### src/rtl/linea_calle_scroll.sv
`default_nettype none
// ============================================================================
// Module   : linea_calle_scroll
// Brief    : Dashed lane-divider overlay for the road scene. The dash pattern
//            scrolls down by `speed` rows per frame. Optional macro
//            EDGE_LINES_EN adds solid road edge lines.
// Revision : 1.0 - initial release
// ============================================================================
module linea_calle_scroll #(
    parameter int          ROAD_X     = 200,
    parameter int          LANE_PITCH = 80,
    parameter int          NUM_LINES  = 2,
    parameter int          LINE_W     = 6,
    parameter int          DASH_LEN   = 40,
    parameter int          GAP_LEN    = 40,
    parameter int          ROAD_Y0    = 0,
    parameter int          ROAD_Y1    = 480,
    parameter int          V_ACTIVE   = 480,
    parameter logic [7:0]  LINE_COLOR = 8'hFF
`ifdef EDGE_LINES_EN
    ,
    parameter logic [7:0]  EDGE_COLOR = 8'hFC
`endif
) (
    input  logic       clock,
    input  logic       reset_n,
    input  logic       enable,
    input  logic [3:0] speed,
    input  logic [9:0] hcount,
    input  logic [9:0] vcount,
    output logic [2:0] red,
    output logic [2:0] green,
    output logic [1:0] blue,
    output logic       data
);

    localparam int c_period = DASH_LEN + GAP_LEN;
    localparam int c_pw     = (c_period > 2) ? $clog2(c_period) : 1;
    localparam int c_sw     = c_pw + 5;

    logic [c_pw-1:0]      r_ofs;
    logic [c_pw-1:0]      r_phase;
    logic                 r_data;
    logic [7:0]           r_rgb;

    logic                 w_tick;
    logic [c_sw-1:0]      w_spd;
    logic [c_sw-1:0]      w_sum;
    logic [c_sw-1:0]      w_ofs_next;
    logic [c_sw-1:0]      w_load;
    logic [c_pw-1:0]      w_phase_inc;
    logic                 w_y0;
    logic                 w_y1;
    logic                 w_dash;
    logic [NUM_LINES-1:0] w_line;
    logic                 w_div_hit;
    logic                 w_pix_data;
    logic [7:0]           w_pix_rgb;

    assign w_tick = (vcount == 10'(V_ACTIVE)) && (hcount == 10'd0);

    always_comb begin
        w_spd       = (c_sw'(speed) > c_sw'(c_period - 1)) ? c_sw'(c_period - 1) : c_sw'(speed);
        w_sum       = c_sw'(r_ofs) + w_spd;
        w_ofs_next  = (w_sum >= c_sw'(c_period)) ? (w_sum - c_sw'(c_period)) : w_sum;
        // First-row phase is (0 - ofs) mod PERIOD
        w_load      = (r_ofs == '0) ? '0 : (c_sw'(c_period) - c_sw'(r_ofs));
        w_phase_inc = (r_phase == c_pw'(c_period - 1)) ? '0 : (r_phase + c_pw'(1));
    end

    // Column windows use 11-bit compares so Lk+LINE_W cannot wrap past 1023
    for (genvar k = 0; k < NUM_LINES; k++) begin : g_line
        localparam int c_lo = ROAD_X + (k + 1) * LANE_PITCH;
        if (c_lo >= 1024) begin : g_off
            assign w_line[k] = 1'b0;
        end else begin : g_on
            assign w_line[k] = ({1'b0, hcount} >= 11'(c_lo)) &&
                               ({1'b0, hcount} <  11'(c_lo + LINE_W));
        end
    end

    if (ROAD_Y0 > 0) begin : g_y0
        assign w_y0 = ({1'b0, vcount} >= 11'(ROAD_Y0));
    end else begin : g_y0_open
        assign w_y0 = 1'b1;
    end

    assign w_y1      = ({1'b0, vcount} < 11'(ROAD_Y1));
    assign w_dash    = ({1'b0, r_phase} < (c_pw + 1)'(DASH_LEN));
    assign w_div_hit = enable && w_y0 && w_y1 && w_dash && (|w_line);

`ifdef EDGE_LINES_EN
    localparam int c_el = ROAD_X - LINE_W;
    localparam int c_er = ROAD_X + (NUM_LINES + 1) * LANE_PITCH;
    logic w_edge_hit;

    assign w_edge_hit = enable && w_y0 && w_y1 &&
                        ((({1'b0, hcount} >= 11'(c_el)) && ({1'b0, hcount} < 11'(ROAD_X))) ||
                         (({1'b0, hcount} >= 11'(c_er)) && ({1'b0, hcount} < 11'(c_er + LINE_W))));
`endif

    always_comb begin
        w_pix_data = 1'b0;
        w_pix_rgb  = 8'h00;
        if (w_div_hit) begin
            w_pix_data = 1'b1;
            w_pix_rgb  = LINE_COLOR;
        end
`ifdef EDGE_LINES_EN
        else if (w_edge_hit) begin
            w_pix_data = 1'b1;
            w_pix_rgb  = EDGE_COLOR;
        end
`endif
    end

    always_ff @(posedge clock) begin
        if (!reset_n) begin
            r_ofs   <= '0;
            r_phase <= '0;
            r_data  <= 1'b0;
            r_rgb   <= 8'h00;
        end else begin
            if (w_tick && enable) begin
                r_ofs <= c_pw'(w_ofs_next);
            end
            if (hcount == 10'd0) begin
                r_phase <= (vcount == 10'd0) ? c_pw'(w_load) : w_phase_inc;
            end
            r_data <= w_pix_data;
            r_rgb  <= w_pix_rgb;
        end
    end

    assign data              = r_data;
    assign {red, green, blue} = r_rgb;

endmodule
`default_nettype wire

### config.mk
export PLATFORM = sky130hd
export DESIGN_NAME = linea_calle_scroll
export DESIGN_NICKNAME = d
export VERILOG_FILES = /design/src/rtl/linea_calle_scroll.sv
export SDC_FILE = /design/constraint.sdc
export NUM_CORES = 1
export LEC_CHECK = 0
export CAP_MARGIN = 15
export CORE_AREA = 2 2 59 61
export CTS_BUF_LIST = sky130_fd_sc_hd__clkbuf_4 sky130_fd_sc_hd__clkbuf_8
export CTS_CLUSTER_DIAMETER = 80
export DETAILED_ROUTE_END_ITERATION = 7
export DIE_AREA = 0 0 61 63
export GPL_TIMING_DRIVEN = 1
export PLACE_DENSITY = 0.72
export SETUP_SLACK_MARGIN = 0.05
export SLEW_MARGIN = 20
export SYNTH_ARGS = -nofsm -noshare
export SYNTH_HDL_FRONTEND = slang
export SYNTH_SLANG_ARGS = --single-unit
### constraint.sdc
create_clock -name clock -period 3 [get_ports clock]
set_clock_uncertainty 0.15 [all_clocks]
set_input_delay 0.3 -clock clock [delete_from_list [all_inputs] [get_ports clock]]
set_output_delay 0.3 -clock clock [all_outputs]
set_load 0.01 [all_outputs]
# ---- After elaboration in Yosys (flattened, before gate mapping)
# Index checks and enable logic that the tools add are counted.
dict set report totals {
  reg_bits 23
  in_bits 27
  output_inout_bits 9
  word_cells 34
}
dict set report op_classes {
  add_sub_neg 4
  n_lt_le_gt_ge 7
  n_eq_ne 2
  mux 6
  n_reduce_logical 11
}
# operator n
set ops {}
lappend ops {{10-bit by 9-bit < comparator with 1-bit output (second input constant)} 3}
lappend ops {{7-bit two-way mux} 4}
lappend ops {{10-bit by 9-bit greater-or-equal comparator with 1-bit output (second input constant)} 2}
lappend ops {{10-bit zero test} 2}
lappend ops {{10-bit by 9-bit == test with 1-bit output (second input constant)} 1}
lappend ops {{7-bit by 4-bit adder with 8-bit output} 1}
lappend ops {{8-bit by 7-bit greater-or-equal comparator with 1-bit output (second input constant)} 1}
lappend ops {{8-bit two-way mux} 1}
lappend ops {{7-bit by 1-bit adder with 7-bit output (second input constant)} 1}
lappend ops {{7-bit == test (second input constant)} 1}
lappend ops {{1-bit logical AND} 7}
lappend ops {{7-bit zero test} 1}
lappend ops {{7-bit by 6-bit < comparator with 1-bit output (second input constant)} 1}
lappend ops {{7-bit subtractor (first input constant)} 1}
lappend ops {{7-bit subtractor (second input constant)} 1}
lappend ops {{2-bit OR reduction} 1}
lappend ops {{1-bit two-way mux} 1}

# ---- Longest topological paths before layout
# Gate-level depths: netlist (run 1).
dict set report depth {
  depth_word 5
  mapped_depth 11
  mapped_depth_nobuf 11
}

# ---- Least setup slack after synthesis (run 1)
# OpenSTA, ideal clock, no wires.
dict set report synth_timing {
  path_kind {reg2reg}
  from {register r_ofs[0]}
  to {register r_ofs[5]}
  setup_ns 0.066
  t_arrival_ns 2.851
  required_ns 2.784
  path_slack_ns -0.067
  stages_incl_launch_ff 12
  path_buffers 0
  period_less_slack_ns 3.067
  cell_sequence {dfxtp_1 -> ha_1 -> fa_1 -> a21o_2 -> a21oi_1 -> xnor2_1 -> ha_1 -> or4b_4 -> a22oi_4 -> a21oi_2 -> mux2_4 -> a21oi_2}
}
dict set report synth_between {
  elab_chain_cells 3
  word_cells_on_any_way 4
  cone_classes {add/sub: 2; order compare: 1; mux: 1}
}
# item line_no
set synth_lines {}
lappend synth_lines {{start: declaration} 41} ;# logic [c_pw-1:0] r_ofs;
lappend synth_lines {{start signal: assignment} 125} ;# r_ofs <= c_pw'(w_ofs_next);
lappend synth_lines {{7-bit by 4-bit adder with 8-bit output *} 64} ;# w_sum = c_sw'(r_ofs) + w_spd;
lappend synth_lines {{7-bit subtractor or 8-bit by 7-bit greater-or-equal comparator with 1-bit output (tied branches)} 65} ;# w_ofs_next = (w_sum >= c_sw'(c_period)) ? (w_sum - c_sw'(c_period)) : w_sum;
lappend synth_lines {{7-bit two-way mux *} 65}
# Every way passes the cells marked *; elsewhere a longest branch is shown, timed or not.
# A chain may end at the register's enable or synchronous reset.

# ---- Worst setup path after layout (run 1)
# Same ends and word-level chain as after synthesis.

==> reports/qor.csv, run 1 <==
stage,metric,value,unit
pwr,power_frac_clock,31.7,%
drt,drt_wl_total,4000,microns
timing,setup_violations,0,
timing,hold_viol,0,
finish,nNetsFinal,269,
global_route,grt.overflow.total,0,
clocking,cts_buffer_depth,2,
setup_path,start_kind,register,
setup_path,arrival,2.99,ns
die,io_pins,36,
placement,placedCellCount,272,
clocking,postCtsHoldBufs,0,
drt,drtPass1Iterations,4,
drt,wl_per_cell,14.4,microns
timing,timing.fmax,343,MHz
setup_path,cp_max_fo,3,
finish,final_cell_mix,"32 x clkdlybuf4s50_1, 24 x buf_4, 19 x nand2_1, 19 x nor2_1, 14 x dfxtp_1",
run,cap_violations,0,
clocking,numCtsBuffers,3,
die,start_util,43.7,%
clocking,clkTransAtPathRegs,0.09,ns
clocking,htreeDepth,1,
finish,final_util,62.4,%
timing,setup_ws,0.0830,ns
yosys,yosys_warnings,0,
yosys,synthTopCellsByArea,"dfxtp_1 21%, ha_1 7.1%, nand2_1 5.0%",
yosys,synth_cells,184,
pwr,p_sw,90.8,uW
pwr,swShare,23.1,%
finish,nFillCells,305,
drt,vias,1549,
timing,period_needed,2.92,ns
clocking,cts.sink_count,15,
yosys,yosysTopAreaCell,dfxtp_1,
finish,drive_above_1_share,23.3,%
drt,drc,0,
finish,final_common_cell,clkdlybuf4s50_1,
timing,maxSlewViolCount,0,
worst_hold_path,worstHoldStart,r_phase[5],
die,fp.dieH,63,microns
drt,viasPerCell,5.57,
global_route,grt_max_degree,15,
pwr,internal-power,303,uW
worst_hold_path,hp-class,reg2reg,
clocking,root_buffer,clkbuf_4,
yosys,ys_ff_latch,15,
finish,final_cells,278,
die,die_w,61,microns
global_route,grt_pass1_vias,1540,
yosys,async_reset_ff_share,0,%
placement,gp_congestion,0.872,
placement,dp_slack,-0.392,ns
pwr,p_per_area,195,mW/mm^2
yosys,synth_cell_types,53,
die,core,0.00323,sq mm
run_status,outcome,"finished, final reports clean",
yosys,synth_top_area_share,21.3,%
placement,dpl_cell_area,0.00189,sq mm
finish,n_antenna_cell,0,
timing,fin_crit_sh,97.2,%
global_route,grt_usage,22.2,%
die,die_area,0.00384,sq mm
setup_path,crit_type,reg2reg,
timing,worst_pin_slew,0.576,ns
timing,rsz0062_at_grt,true,
yosys,synth-edff-count,0,
setup_path,crit_start,r_ofs[0],
setup_path,required,3.08,ns
global_route,grt_pass1_wl,6670,microns
pwr,p_seq_share,50.5,%
die,row_count,21,
global_route,antenna_found_initial,0,
yosys,netlist_area,0.00141,sq mm
pwr,p_leak,0.748,nW
finish,synthToLayoutAreaGrowth,42.7,%
yosys,yosysSeqAreaShare,21.3,%
placement,place.detailed.hpwl,3160,microns
yosys,synth_nets,220,
yosys,synthFlopType,dfxtp_1,
drt,drtAntennaViolNets,0,
timing,tns,0,ns
placement,portBuffers,35,
pwr,vdd_drop_max,0.0000944,V
timing,maxSlewHeadroom,61.3,%
setup_path,r2r_start,r_ofs[0],
setup_path,r2r_slack,0.08,ns
setup_path,crit_path_end_kind,register,
finish,stdcell_area,0.00202,sq mm
pwr,p_comb_share,17.7,%
yosys,syn_avg_cell_area,7.68,sq um
timing,whs,0.378,ns
clocking,insertion_delay,0.28,ns
drt,drt-initial-drc-count,65,
pwr,power.total,394,uW
clocking,cts_tree,built,
layout make-up:
| cell class | count | area, sq um | share of cell area (%) |
|---|---|---|---|
| multi-input combinational | 146 | 1060 | 52.7 |
| timing repair buffer | 59 | 534 | 26.5 |
| sequential | 15 | 302 | 15.0 |
| tap | 46 | 57.6 | 2.86 |
| clock buffer | 4 | 30.0 | 1.49 |
| inverter | 8 | 30.0 | 1.49 |
critical path: stages, from the launching register on:
cell	delay (ns)
dfxtp_2	0.35
ha_4	0.17
fa_2	0.35
a21o_4	0.22
a21oi_4	0.16
xnor2_2	0.14
ha_2	0.18
or4b_4	0.48
a22oi_4	0.18
a21oi_2	0.08
mux2_4	0.30
a21oi_2	0.10
power by group through the flow:
stage	Sequential (mW)	Clock, mW	Combinational, mW
floorplan	0.204	0	0.0163
global placement	0.204	0	0.0649
detailed placement	0.204	0	0.0672
CTS	0.199	0.129	0.0689
global route	0.199	0.139	0.0754
finish	0.199	0.125	0.0698
path summary, 6_finish.rpt:
path                     end  cells after the start
setup / recovery    r_ofs[5]                     11
setup reg to reg    r_ofs[5]                     11
hold reg to reg   r_phase[5]                      2
hold / removal    r_phase[5]                      2
registers in the layout, indices dropped and copies added (netlist names):
name / cells
r_ofs: 7
r_phase: 7
r_rgb: 1
cells by family (layout without fill, tap and decap cells):
group,after synthesis,in the layout,share of synthesized area (%)
compound gates,49,49,24.4
xor+xnor,7,7,4.34
fa+ha+maj,9,9,8.50
buf+inv,23,71,9.57
flops,15,15,21.3
mux,3,3,2.48
simple gates,78,78,29.5
metal layers:
layer	track usage [%]	wire length (microns)
met4	6.25	48
met1	23.6	1580
met3	2.69	122
met5	0	0
met2	43.0	2250
what timing repair did:
item | in CTS | in global routing
pin swaps | 9 | 6
buffers inserted | 1 | 1
resized for setup | 10 | 6
endpoints found under the setup margin | 2 | 2
endpoints found under the hold margin | 0 | 0
synth_stat cells, types with 2 or more instances:
cell type	instances
nor2_1	19
o21ai_1	5
o21ai_0	8
clkbuf_1	3
a211oi_1	3
a21oi_2	2
nor3_1	3
nand4_1	2
a21o_1	3
ha_1	8
mux2i_1	2
xnor2_1	3
nor3b_1	2
a22oi_1	4
nor4_1	5
buf_4	9
nand2b_1	2
xor2_1	4
a21oi_1	10
buf_6	2
dfxtp_1	15
o221ai_1	2
nand2_1	19
inv_1	8
o211ai_1	3
nand3_1	11
(Power assumes the default switching activity.)
==> run 2: changes to the inputs <==
--- a/config.mk
+++ b/config.mk
@@ -6,13 +6,13 @@
 export NUM_CORES = 1
 export LEC_CHECK = 0
 export CAP_MARGIN = 15
-export CORE_AREA = 2 2 59 61
+export CORE_AREA = 2 2 57 59
 export CTS_BUF_LIST = sky130_fd_sc_hd__clkbuf_4 sky130_fd_sc_hd__clkbuf_8
 export CTS_CLUSTER_DIAMETER = 80
 export DETAILED_ROUTE_END_ITERATION = 7
-export DIE_AREA = 0 0 61 63
+export DIE_AREA = 0 0 59 61
 export GPL_TIMING_DRIVEN = 1
-export PLACE_DENSITY = 0.72
+export PLACE_DENSITY = 0.74
 export SETUP_SLACK_MARGIN = 0.05
 export SLEW_MARGIN = 20
 export SYNTH_ARGS = -nofsm -noshare
==> constraint.sdc (replaced) <==
create_clock -name clock -period 3.35 [get_ports clock]
set_clock_uncertainty 0.15 [all_clocks]
set_input_delay 0.335 -clock clock [delete_from_list [all_inputs] [get_ports clock]]
set_output_delay 0.335 -clock clock [all_outputs]
set_load 0.01 [all_outputs]
==> reports/qor.csv, run 2 (synthesis gave the netlist of run 1 again) <==
stage,metric,value,unit,change
setup_path,start_kind,input port,,
global_route,grt_max_degree,18,,+3
global_route,grt_pass1_vias,1431,,-7.1%
timing,timing.fmax,317,MHz,
drt,drtPass1Iterations,4,,unchanged
die,io_pins,36,,unchanged
drt,wl_per_cell,13.8,microns,-4.4%
global_route,antenna_found_initial,0,,unchanged
die,start_util,47.8,%,+4.1 points
setup_path,r2r_slack,0.25,ns,+0.17 ns
worst_hold_path,hp-class,reg2reg,,
setup_path,arrival,3.24,ns,+0.25 ns
global_route,grt_usage,21.5,%,-0.68 points
drt,vias,1497,,-3.4%
global_route,met1_usage,24.6,%,+1.0 points
placement,gp_congestion,0.919,,+5.4%
finish,reg.largest.list,"r_ofs x7, r_phase x7, r_rgb x1",,
finish,n_antenna_cell,0,,unchanged
clocking,postCtsHoldBufs,0,,unchanged
clocking,cts_buffer_depth,2,,unchanged
setup_path,crit_chain,clkdlybuf4s50_1 -> ha_1 -> fa_1 -> a21o_2 -> a21oi_2 -> xnor2_1 -> ha_1 -> or4b_4 -> a22oi_4 -> a21oi_2 -> mux2_4 -> a21oi_2,,
clocking,htreeDepth,1,,unchanged
pwr,vdd_drop_max,0.0000823,V,-13%
clocking,insertion_delay,0.29,ns,about the same
run_status,outcome,"finished, final reports clean",,
drt,drt-initial-drc-count,49,,-25%
global_route,gr-usage-met2,39.7,%,-3.3 points
clocking,clkTransAtPathRegs,0.10,ns,about the same
drt,viasPerCell,5.92,,+6.2%
drt,drt_wl_total,3480,microns,-13%
setup_path,required,3.44,ns,+0.36 ns
setup_path,crit_type,in2reg,,
timing,rsz0062_at_grt,false,,
die,die_w,59,microns,-3.3%
placement,portBuffers,35,,unchanged
pwr,p_leak,0.657,nW,-12%
die,row_count,20,,-4.8%
timing,maxSlewHeadroom,56.4,%,-4.9 points
setup_path,cp_max_fo,3,,unchanged
setup_path,cp_slowest_cell,or4b_4,,
clocking,cts_tree,built,,
clocking,numCtsBuffers,3,,unchanged
timing,tns,0,ns,unchanged
finish,drive_above_1_share,13.6,%,-9.6 points
die,core,0.00295,sq mm,-8.6%
setup_path,crit_path_end_kind,register,,
drt,drc,0,,unchanged
clocking,cts_resized,0,,-10
timing,setup_ws,0.193,ns,+0.110 ns
die,die_area,0.00360,sq mm,-6.3%
finish,nNetsFinal,257,,-4.5%
global_route,grtUsageMet3,3.41,%,+0.72 points
finish,synthToLayoutAreaGrowth,28.9,%,
setup_path,cp_slowest_stage_delay,0.48,ns,about the same
finish,final_common_cell,clkdlybuf4s50_1,,
drt,drtAntennaViolNets,0,,unchanged
global_route,grt_pass1_wl,6030,microns,-9.5%
clocking,cts_setup_buffers,0,,-1
timing,maxSlewViolCount,0,,unchanged
timing,fin_crit_sh,94.2,%,
placement,place.detailed.hpwl,2820,microns,-11%
run,cap_violations,0,,unchanged
global_route,busiest_layer,met2,,
global_route,grt.overflow.total,0,,unchanged
placement,dp_slack,-0.172,ns,+0.220 ns
timing,worst_pin_slew,0.638,ns,+0.0622 ns
die,fp.dieH,61,microns,-3.2%
timing,period_needed,3.16,ns,
clocking,root_buffer,clkbuf_4,,
timing,whs,0.377,ns,-0.000809 ns
timing,hold_viol,0,,unchanged
finish,final_cell_mix,"35 x clkdlybuf4s50_1, 19 x nand2_1, 19 x nor2_1, 15 x dfxtp_1, 12 x buf_4",,
clocking,cts.sink_count,15,,unchanged
setup_path,worst_path_most_repeated_cell,a21oi_2,,
pwr,p_per_area,189,mW/mm^2,-3.5%
finish,final_util,61.7,%,-0.72 points
timing,setup_violations,0,,unchanged
## run 2: power by group
group,switching (mW),internal (mW)
Sequential,0.0000697,0.178
Clock,0.0656,0.0444
Combinational,0.0203,0.0346
## run 2: layout make-up
type / count / area, sq um
Clock buffer: 3 / 22.5
Timing Repair Buffer: 47 / 440
Fill cell: 283 / 1130
Tap cell: 33 / 41.3
Inverter: 8 / 30.0
Clock inverter: 1 / 5.00
Multi-Input combinational cell: 146 / 981
Sequential cell: 15 / 300
## run 2: path summary, 6_finish.rpt
kind | cells past startpoint | to | startpoint
min | 2 | r_phase[5] | r_phase[5]
max reg2reg | 11 | r_ofs[5] | r_ofs[2]
max | 12 | r_ofs[5] | speed[0]
min reg2reg | 2 | r_phase[5] | r_phase[5]
## run 2: worst max-delay path, delay by kind of cell
| kind | cells | cell delay, ns |
|---|---|---|
| adders and majority gates | 3 | 0.78 |
| xor gates and xnor gates | 1 | 0.15 |
| and+or+nand+nor | 1 | 0.48 |
| buffers and inverters | 1 | 0.40 |
| muxes | 1 | 0.30 |
| AOI/OAI and AO/OA | 5 | 0.78 |
## run 2: metal layers
metal	up-vias	wire length, microns
li1	744	-
met1	712	1500
met2	33	1810
met3	8	98
met4	0	72
met5	-	0
## run 2: stage by stage
step	std cells	instance area [sq um]	power (mW)
floorplan	184	1410	0.197
global placement	249	1790	0.236
detailed placement	249	1790	0.237
CTS	253	1820	0.345
global route	253	1820	0.359
finish	253	1820	0.343
==> run 3: changes to the inputs <==
--- a/config.mk
+++ b/config.mk
@@ -5,7 +5,7 @@
 export SDC_FILE = /design/constraint.sdc
 export NUM_CORES = 1
 export LEC_CHECK = 0
-export CAP_MARGIN = 15
+export CAP_MARGIN = 10
 export CORE_AREA = 2 2 57 59
 export CTS_BUF_LIST = sky130_fd_sc_hd__clkbuf_4 sky130_fd_sc_hd__clkbuf_8
 export CTS_CLUSTER_DIAMETER = 80
==> results of run 3 <==
Same layout as run 2: the final DEF is identical, and so are final timing and power.
